--- config.mk ---
export PLATFORM = sky130hd
export DESIGN_NAME = trap_ctrl
export DESIGN_NICKNAME = d
export VERILOG_FILES = /design/src/rtl/trap_ctrl_pkg.sv /design/src/rtl/trap_prio_enc.sv /design/src/rtl/trap_ctrl.sv
export SDC_FILE = /design/constraint.sdc
export NUM_CORES = 1
export LEC_CHECK = 0
export CAP_MARGIN = 20
export CORE_MARGIN = 2
export CORE_UTILIZATION = 25
export DETAILED_ROUTE_END_ITERATION = 7
export GPL_ROUTABILITY_DRIVEN = 0
export HOLD_SLACK_MARGIN = 0.15
export PLACE_DENSITY = 0.66
export SYNTH_ARGS = -nofsm -noshare
export SYNTH_HDL_FRONTEND = slang
export SYNTH_HIERARCHICAL = 1
export SYNTH_SLANG_ARGS = --single-unit
export TNS_END_PERCENT = 1
--- constraint.sdc ---
create_clock -name clk -period 2.4 [get_ports clk]
set_input_delay 0.48 -clock clk [delete_from_list [all_inputs] [get_ports clk]]
set_output_delay 0.48 -clock clk [all_outputs]
set_load 0.01 [all_outputs]
--- src/rtl/trap_ctrl_pkg.sv ---
// Shared types for the machine-mode trap controller: PC geometry, CSR field layouts,
// exception/interrupt cause codes and the trap FSM state encoding.
package trap_ctrl_pkg;

    localparam int unsigned PC_LEN   = 30;
    localparam int unsigned PC_ZEROS = 2;

    localparam logic [30:0] EXC_MISALIGNED = 31'd0;
    localparam logic [30:0] EXC_ILLEGAL    = 31'd2;
    localparam logic [30:0] EXC_EBREAK     = 31'd3;
    localparam logic [30:0] EXC_ECALL      = 31'd11;
    localparam logic [30:0] INT_MSI        = 31'd3;
    localparam logic [30:0] INT_MTI        = 31'd7;
    localparam logic [30:0] INT_MEI        = 31'd11;

    typedef struct packed {
        logic [18:0] rsvd_hi;
        logic [1:0]  mpp;
        logic [2:0]  rsvd_mid;
        logic        mpie;
        logic [2:0]  rsvd_lo;
        logic        mie;
        logic [2:0]  rsvd_low;
    } mstatus_t;

    typedef struct packed {
        logic meie;
        logic mtie;
        logic msie;
    } mie_m_only_t;

    typedef struct packed {
        logic meip;
        logic mtip;
        logic msip;
    } mip_m_only_t;

    typedef struct packed {
        logic [29:0] base;
        logic [1:0]  mode;
    } mtvec_t;

    typedef struct packed {
        logic        irq;
        logic [30:0] code;
    } mcause_t;

    typedef enum logic [1:0] {IDLE, ENTER, RETURN} trap_state_e;

endpackage

--- src/rtl/trap_prio_enc.sv ---
// Combinational cause selection: any exception beats any interrupt, each class in its
// own fixed priority order.
module trap_prio_enc
    import trap_ctrl_pkg::*;
(
    input  logic       exc_misaligned,
    input  logic       exc_illegal,
    input  logic       exc_ebreak,
    input  logic       exc_ecall,
    input  logic [2:0] irq_pending,  // {mei, mti, msi}, already globally enabled
    output logic       exc_valid,
    output logic       irq_valid,
    output mcause_t    cause
);

    always_comb begin
        exc_valid = exc_misaligned | exc_illegal | exc_ebreak | exc_ecall;
        irq_valid = |irq_pending;
        cause     = '0;
        if (exc_misaligned) begin
            cause = '{irq: 1'b0, code: EXC_MISALIGNED};
        end else if (exc_illegal) begin
            cause = '{irq: 1'b0, code: EXC_ILLEGAL};
        end else if (exc_ebreak) begin
            cause = '{irq: 1'b0, code: EXC_EBREAK};
        end else if (exc_ecall) begin
            cause = '{irq: 1'b0, code: EXC_ECALL};
        end else if (irq_pending[2]) begin
            cause = '{irq: 1'b1, code: INT_MEI};
        end else if (irq_pending[0]) begin
            cause = '{irq: 1'b1, code: INT_MSI};
        end else if (irq_pending[1]) begin
            cause = '{irq: 1'b1, code: INT_MTI};
        end
    end

endmodule

--- src/rtl/trap_ctrl.sv ---
// Machine-mode trap controller: takes exceptions/interrupts/mret, drives the CSR trap update
// and the pipeline redirect. Define TRAP_VECTORED_EN for vectored interrupt targets.
module trap_ctrl
    import trap_ctrl_pkg::*;
(
    input  logic              clk,
    input  logic              rst_async,
    input  logic              stall_n,
    input  logic              instr_valid,
    input  logic [PC_LEN-1:0] instr_pc,
    input  logic              exc_misaligned,
    input  logic              exc_illegal,
    input  logic              exc_ebreak,
    input  logic              exc_ecall,
    input  logic              mret,
    input  mstatus_t          csr_mstatus,
    input  mie_m_only_t       csr_mie,
    input  mip_m_only_t       csr_mip,
    input  mtvec_t            csr_mtvec,
    input  logic [PC_LEN-1:0] csr_mepc,
    output logic              trap_occurred,
    output logic              trap_returned,
    output logic [PC_LEN-1:0] new_mepc,
    output mcause_t           new_mcause,
    output logic              flush,
    output logic              hold,
    output logic              redirect_valid,
    output logic [31:0]       redirect_pc
);

    trap_state_e       state_q, state_d;
    logic [PC_LEN-1:0] mepc_q, mepc_d;
    mcause_t           mcause_q, mcause_d;

    logic [2:0] ie, ip, irq_pending;
    logic       exc_valid, irq_valid, take;
    mcause_t    cause;
    logic [31:0] base_addr, trap_target;
    logic        unused_bits;

    assign ie          = csr_mie;
    assign ip          = csr_mip;
    assign irq_pending = {3{csr_mstatus.mie}} & ie & ip;
    assign take        = stall_n & instr_valid & (state_q == IDLE);

    trap_prio_enc u_prio (
        .exc_misaligned (exc_misaligned),
        .exc_illegal    (exc_illegal),
        .exc_ebreak     (exc_ebreak),
        .exc_ecall      (exc_ecall),
        .irq_pending    (irq_pending),
        .exc_valid      (exc_valid),
        .irq_valid      (irq_valid),
        .cause          (cause)
    );

    always_ff @(posedge clk or posedge rst_async) begin
        if (rst_async) begin
            state_q  <= IDLE;
            mepc_q   <= '0;
            mcause_q <= '0;
        end else begin
            state_q  <= state_d;
            mepc_q   <= mepc_d;
            mcause_q <= mcause_d;
        end
    end

    // Exception > mret > interrupt; the ENTER/RETURN states mask everything.
    always_comb begin
        state_d  = state_q;
        mepc_d   = mepc_q;
        mcause_d = mcause_q;
        flush    = 1'b0;
        unique case (state_q)
            IDLE: begin
                if (take && (exc_valid || (!mret && irq_valid))) begin
                    mepc_d   = instr_pc;
                    mcause_d = cause;
                    flush    = 1'b1;
                    state_d  = ENTER;
                end else if (take && mret) begin
                    flush   = 1'b1;
                    state_d = RETURN;
                end
            end
            ENTER:   state_d = IDLE;
            RETURN:  state_d = IDLE;
            default: state_d = IDLE;
        endcase
    end

    assign base_addr = {csr_mtvec.base, 2'b00};

`ifdef TRAP_VECTORED_EN
    assign trap_target = (csr_mtvec.mode == 2'd1 && mcause_q.irq)
                       ? base_addr + {mcause_q.code[29:0], 2'b00}
                       : base_addr;
`else
    assign trap_target = base_addr;
`endif

    assign unused_bits = ^{csr_mstatus, csr_mtvec.mode, mcause_q};

    always_comb begin
        trap_occurred  = (state_q == ENTER);
        trap_returned  = (state_q == RETURN);
        hold           = trap_occurred | trap_returned;
        redirect_valid = hold;
        redirect_pc    = '0;
        if (trap_occurred) begin
            redirect_pc = trap_target;
        end else if (trap_returned) begin
            redirect_pc = {csr_mepc, {PC_ZEROS{1'b0}}};
        end
    end

    assign new_mepc   = mepc_q;
    assign new_mcause = mcause_q;

endmodule

==> reports/qor.log <==
qor: timing.final_hold_viol_count 0
qor: critical_path.timing.setup.critical_path_class in2out
qor: logic_synthesis.syn-mean-instance-area 14.0 um2
qor: pwr.peakVddDrop 0.547 mV
qor: logic_synthesis.synthesis.yosys.warnings 6
qor: timing.timing.clock.skew 0.00596 ns
qor: cts.htree_levels 3
qor: die.die_w 118 um
qor: timing.postLayoutSetupSlackWorst -0.178 ns
qor: cells_and_area.antenna_cells_inserted 0
qor: cts.ctsRootBufferMaster sky130_fd_sc_hd__clkbuf_16
qor: global_route.grt_pass1_vias 2853
qor: cells_and_area.seq_area 1600 um2
qor: route.wl 9780 um
qor: cts.clock_insertion_delay_worst_skew 0.32 ns
qor: global_route.global_route.overflow_total 0
qor: die.core.rowCount 41
qor: die.fp.dieArea 14000 um2
qor: logic_synthesis.ys_top_cells_by_area sky130_fd_sc_hd__dfrtp_1 49%, sky130_fd_sc_hd__mux2_4 22%, sky130_fd_sc_hd__a22o_1 7.8%
qor: timing.final-max-slew-violation-count 0
qor: logic_synthesis.ys_ff_latch 64
qor: logic_synthesis.synth_top_cell_by_area sky130_fd_sc_hd__dfrtp_1
qor: critical_path.crit_path_end_kind output port
qor: critical_path.worstPathArrival 2.10 ns
qor: logic_synthesis.netlist_instances 233
qor: placement.hpwlAfterDp 7380 um
qor: cells_and_area.net_total_in_the_final_layout 590
qor: logic_synthesis.synth_edf_count 0
qor: die.pin_count 238
qor: flow_run.timing.max_cap.violations 0
qor: cts.post-cts-setup-buffer-count 0
qor: critical_path.path_max_fanout 2
qor: placement.post_dp_cell_area 5470 um2
qor: logic_synthesis.synth-main-ff-cell sky130_fd_sc_hd__dfrtp_1
qor: logic_synthesis.synthArstFlopShare 1.00
qor: cts.numCtsBuffers 9
qor: pwr.power_density 1150 nW/um2
qor: critical_path.worst-endpoint-required 1.92 ns
qor: cells_and_area.layout_overhead_on_the_synthesized_area 77.9%
qor: timing.report.final.setup_viol 6
qor: route.drt-initial-drc-count 32
qor: cts.path_clk_slew 0.05 ns
qor: placement.port_buffers 202
qor: min_path.timing.hold.worst.class reg2reg
qor: cts.max-clock-path-buffers 2
qor: route.detail_route.vias_per_cell 4.13
qor: die.floorplan.initialDensity 0.257
qor: cts.cts_tree yes
qor: timing.grt_setup_unrepaired yes
qor: route.final_antenna_net_count 0
qor: timing.achievable-frequency 388 MHz
qor: pwr.leakage 2.70 nW
qor: route.wire_per_inst 15.7 um
qor: global_route.grt_pass1_wl 15600 um
qor: cells_and_area.area_of_combinational_cells_with_multiple_inputs 1490 um2
qor: logic_synthesis.synthesis.area 3270 um2
qor: route.detailed_route_via_count 2582
qor: status.failed_checks negative setup slack
qor: cells_and_area.fin_area 5820 um2
qor: timing.worst_slew_pin_slew 0.543 ns
qor: route.drt_pass1_iterations 4
qor: global_route.initial_antenna_violation_count 0
qor: cells_and_area.final.fill_count 1140
qor: logic_synthesis.yosys_cell_types 25
qor: global_route.globalRouteTotalUtil 0.142
qor: global_route.maximum_number_of_pins_on_one_net_before_global_route_repair 57
qor: status.status finished, violations left
qor: timing.period_needed 2.58 ns
qor: cells_and_area.drive_gt1_frac 0.249
qor: min_path.hold_path_depth 1
qor: logic_synthesis.synth_top_area_share 0.489
qor: route.drc 0
qor: critical_path.start_kind input port
qor: timing.final_min_period_over_clock_period 1.07
qor: logic_synthesis.synth.yosys.seq_area_share 0.489
qor: critical_path.number_of_cell_instances_on_the_worst_register_to_register_path 6
qor: logic_synthesis.yosys.cell_count.top_type sky130_fd_sc_hd__dfrtp_1
qor: die.core 12700 um2
qor: timing.timing.slew.headroom 0.637
qor: die.die_h 118 um
qor: logic_synthesis.synth_common_cells 64 x sky130_fd_sc_hd__dfrtp_1, 47 x sky130_fd_sc_hd__mux2_4, 30 x sky130_fd_sc_hd__buf_4, 29 x sky130_fd_sc_hd__a22o_1, 15 x sky130_fd_sc_hd__mux2_2
qor: timing.fin_worst_hold_slack 0.504 ns
qor: cts.cts_num_sinks 64
-- state kept, by name (all words and copies together), names as in the netlist --
register / cells
new_mcause: 32
new_mepc: 30
state_q: 2
-- metrics by stage --
step | power (W) | TNS [ns] | cells | setup WS [ns] | util
floorplan | 0.00350 | 0 | 260 | 0.131 | -
global placement | 0.00536 | -14.45 | 608 | -0.431 | 0.430
detailed placement | 0.00542 | -16.67 | 608 | -0.455 | 0.430
CTS | 0.00679 | -0.573 | 625 | -0.213 | 0.455
global route | 0.00707 | -2.04 | 625 | -0.256 | 0.458
finish | 0.00670 | -0.218 | 625 | -0.178 | 0.458
-- power breakdown --
| part | switching [W] | leakage [nW] | internal, W | total (W) |
|---|---|---|---|---|
| clock network | 0.000469 | 0.148 | 0.000907 | 0.00138 |
| registers | 0.000304 | 0.764 | 0.00161 | 0.00191 |
| logic | 0.00125 | 1.79 | 0.00216 | 0.00341 |
| total | 0.00202 | 2.70 | 0.00468 | 0.00670 |
-- routing by layer --
metal,GRT usage,vias to the layer above,routed length (um)
met5,0,-,0
met4,0.0379,0,57
met3,0.0555,7,951
met2,0.259,122,5100
met1,0.151,1251,3670
li1,-,1202,-
-- logic make-up after synthesis --
family / count (synthesis) / share of synthesized area
AO/OA/AOI/OAI: 33 / 0.0876
flip-flops: 64 / 0.489
buffers and inverters: 47 / 0.103
AND/OR/NAND/NOR: 22 / 0.0386
adder cells (fa/ha/maj): 3 / 0.0115
multiplexers: 62 / 0.267
other: 2 / 0.00230
-- worst paths after layout --
check	to	slack (ns)	start
worst max register to register	new_mepc[25]	0.55	state_q[0]
max in group asynchronous	new_mepc[11]	1.27	rst_async
min in group asynchronous	new_mcause[14]	0.52	rst_async
worst min register to register	new_mepc[21]	0.50	new_mepc[21]
worst min-delay path	new_mepc[21]	0.50	new_mepc[21]
worst max-delay path	flush	-0.18	exc_ebreak
-- area by class of cell --
cell class,instances,area share
clock buffer,9,0.0387
clock inverter,7,0.0165
inverter,4,0.00258
multi-input combinational,149,0.256
sequential,64,0.275
tap,172,0.0370
timing repair buffer,220,0.374
-- placed cells by master (no fill, tap or decap), types with 4 or more instances in the layout --
master                            netlist  final
sky130_fd_sc_hd__clkdlybuf4s50_1        0    171
sky130_fd_sc_hd__dfrtp_1               64     64
sky130_fd_sc_hd__mux2_4                47     48
sky130_fd_sc_hd__conb_1                 2     29
sky130_fd_sc_hd__a22o_1                29     28
sky130_fd_sc_hd__mux2_2                15     14
sky130_fd_sc_hd__buf_4                 30     13
sky130_fd_sc_hd__dlygate4sd2_1          0     12
sky130_fd_sc_hd__clkdlybuf4s15_1        0     11
sky130_fd_sc_hd__clkbuf_16              0      9
sky130_fd_sc_hd__clkbuf_2               0      5
sky130_fd_sc_hd__nand2_1                5      4
-- repair_timing --
item / 4_1_cts / 5_1_grt
gates cloned: 1 / 0
pin swaps: 0 / 1
resized for setup: 39 / 29
setup endpoints to repair: 58 / 48
hold buffers: 0 / 0
-- worst max-delay path, stage by stage --
cell and delay (ns):
sky130_fd_sc_hd__clkdlybuf4s50_1 0.42, sky130_fd_sc_hd__or4_4 0.58, sky130_fd_sc_hd__o2111ai_4 0.23, sky130_fd_sc_hd__nand2_2 0.09
sky130_fd_sc_hd__dlygate4sd2_1 0.29
Note: power is estimated with default switching activity, not from simulation.
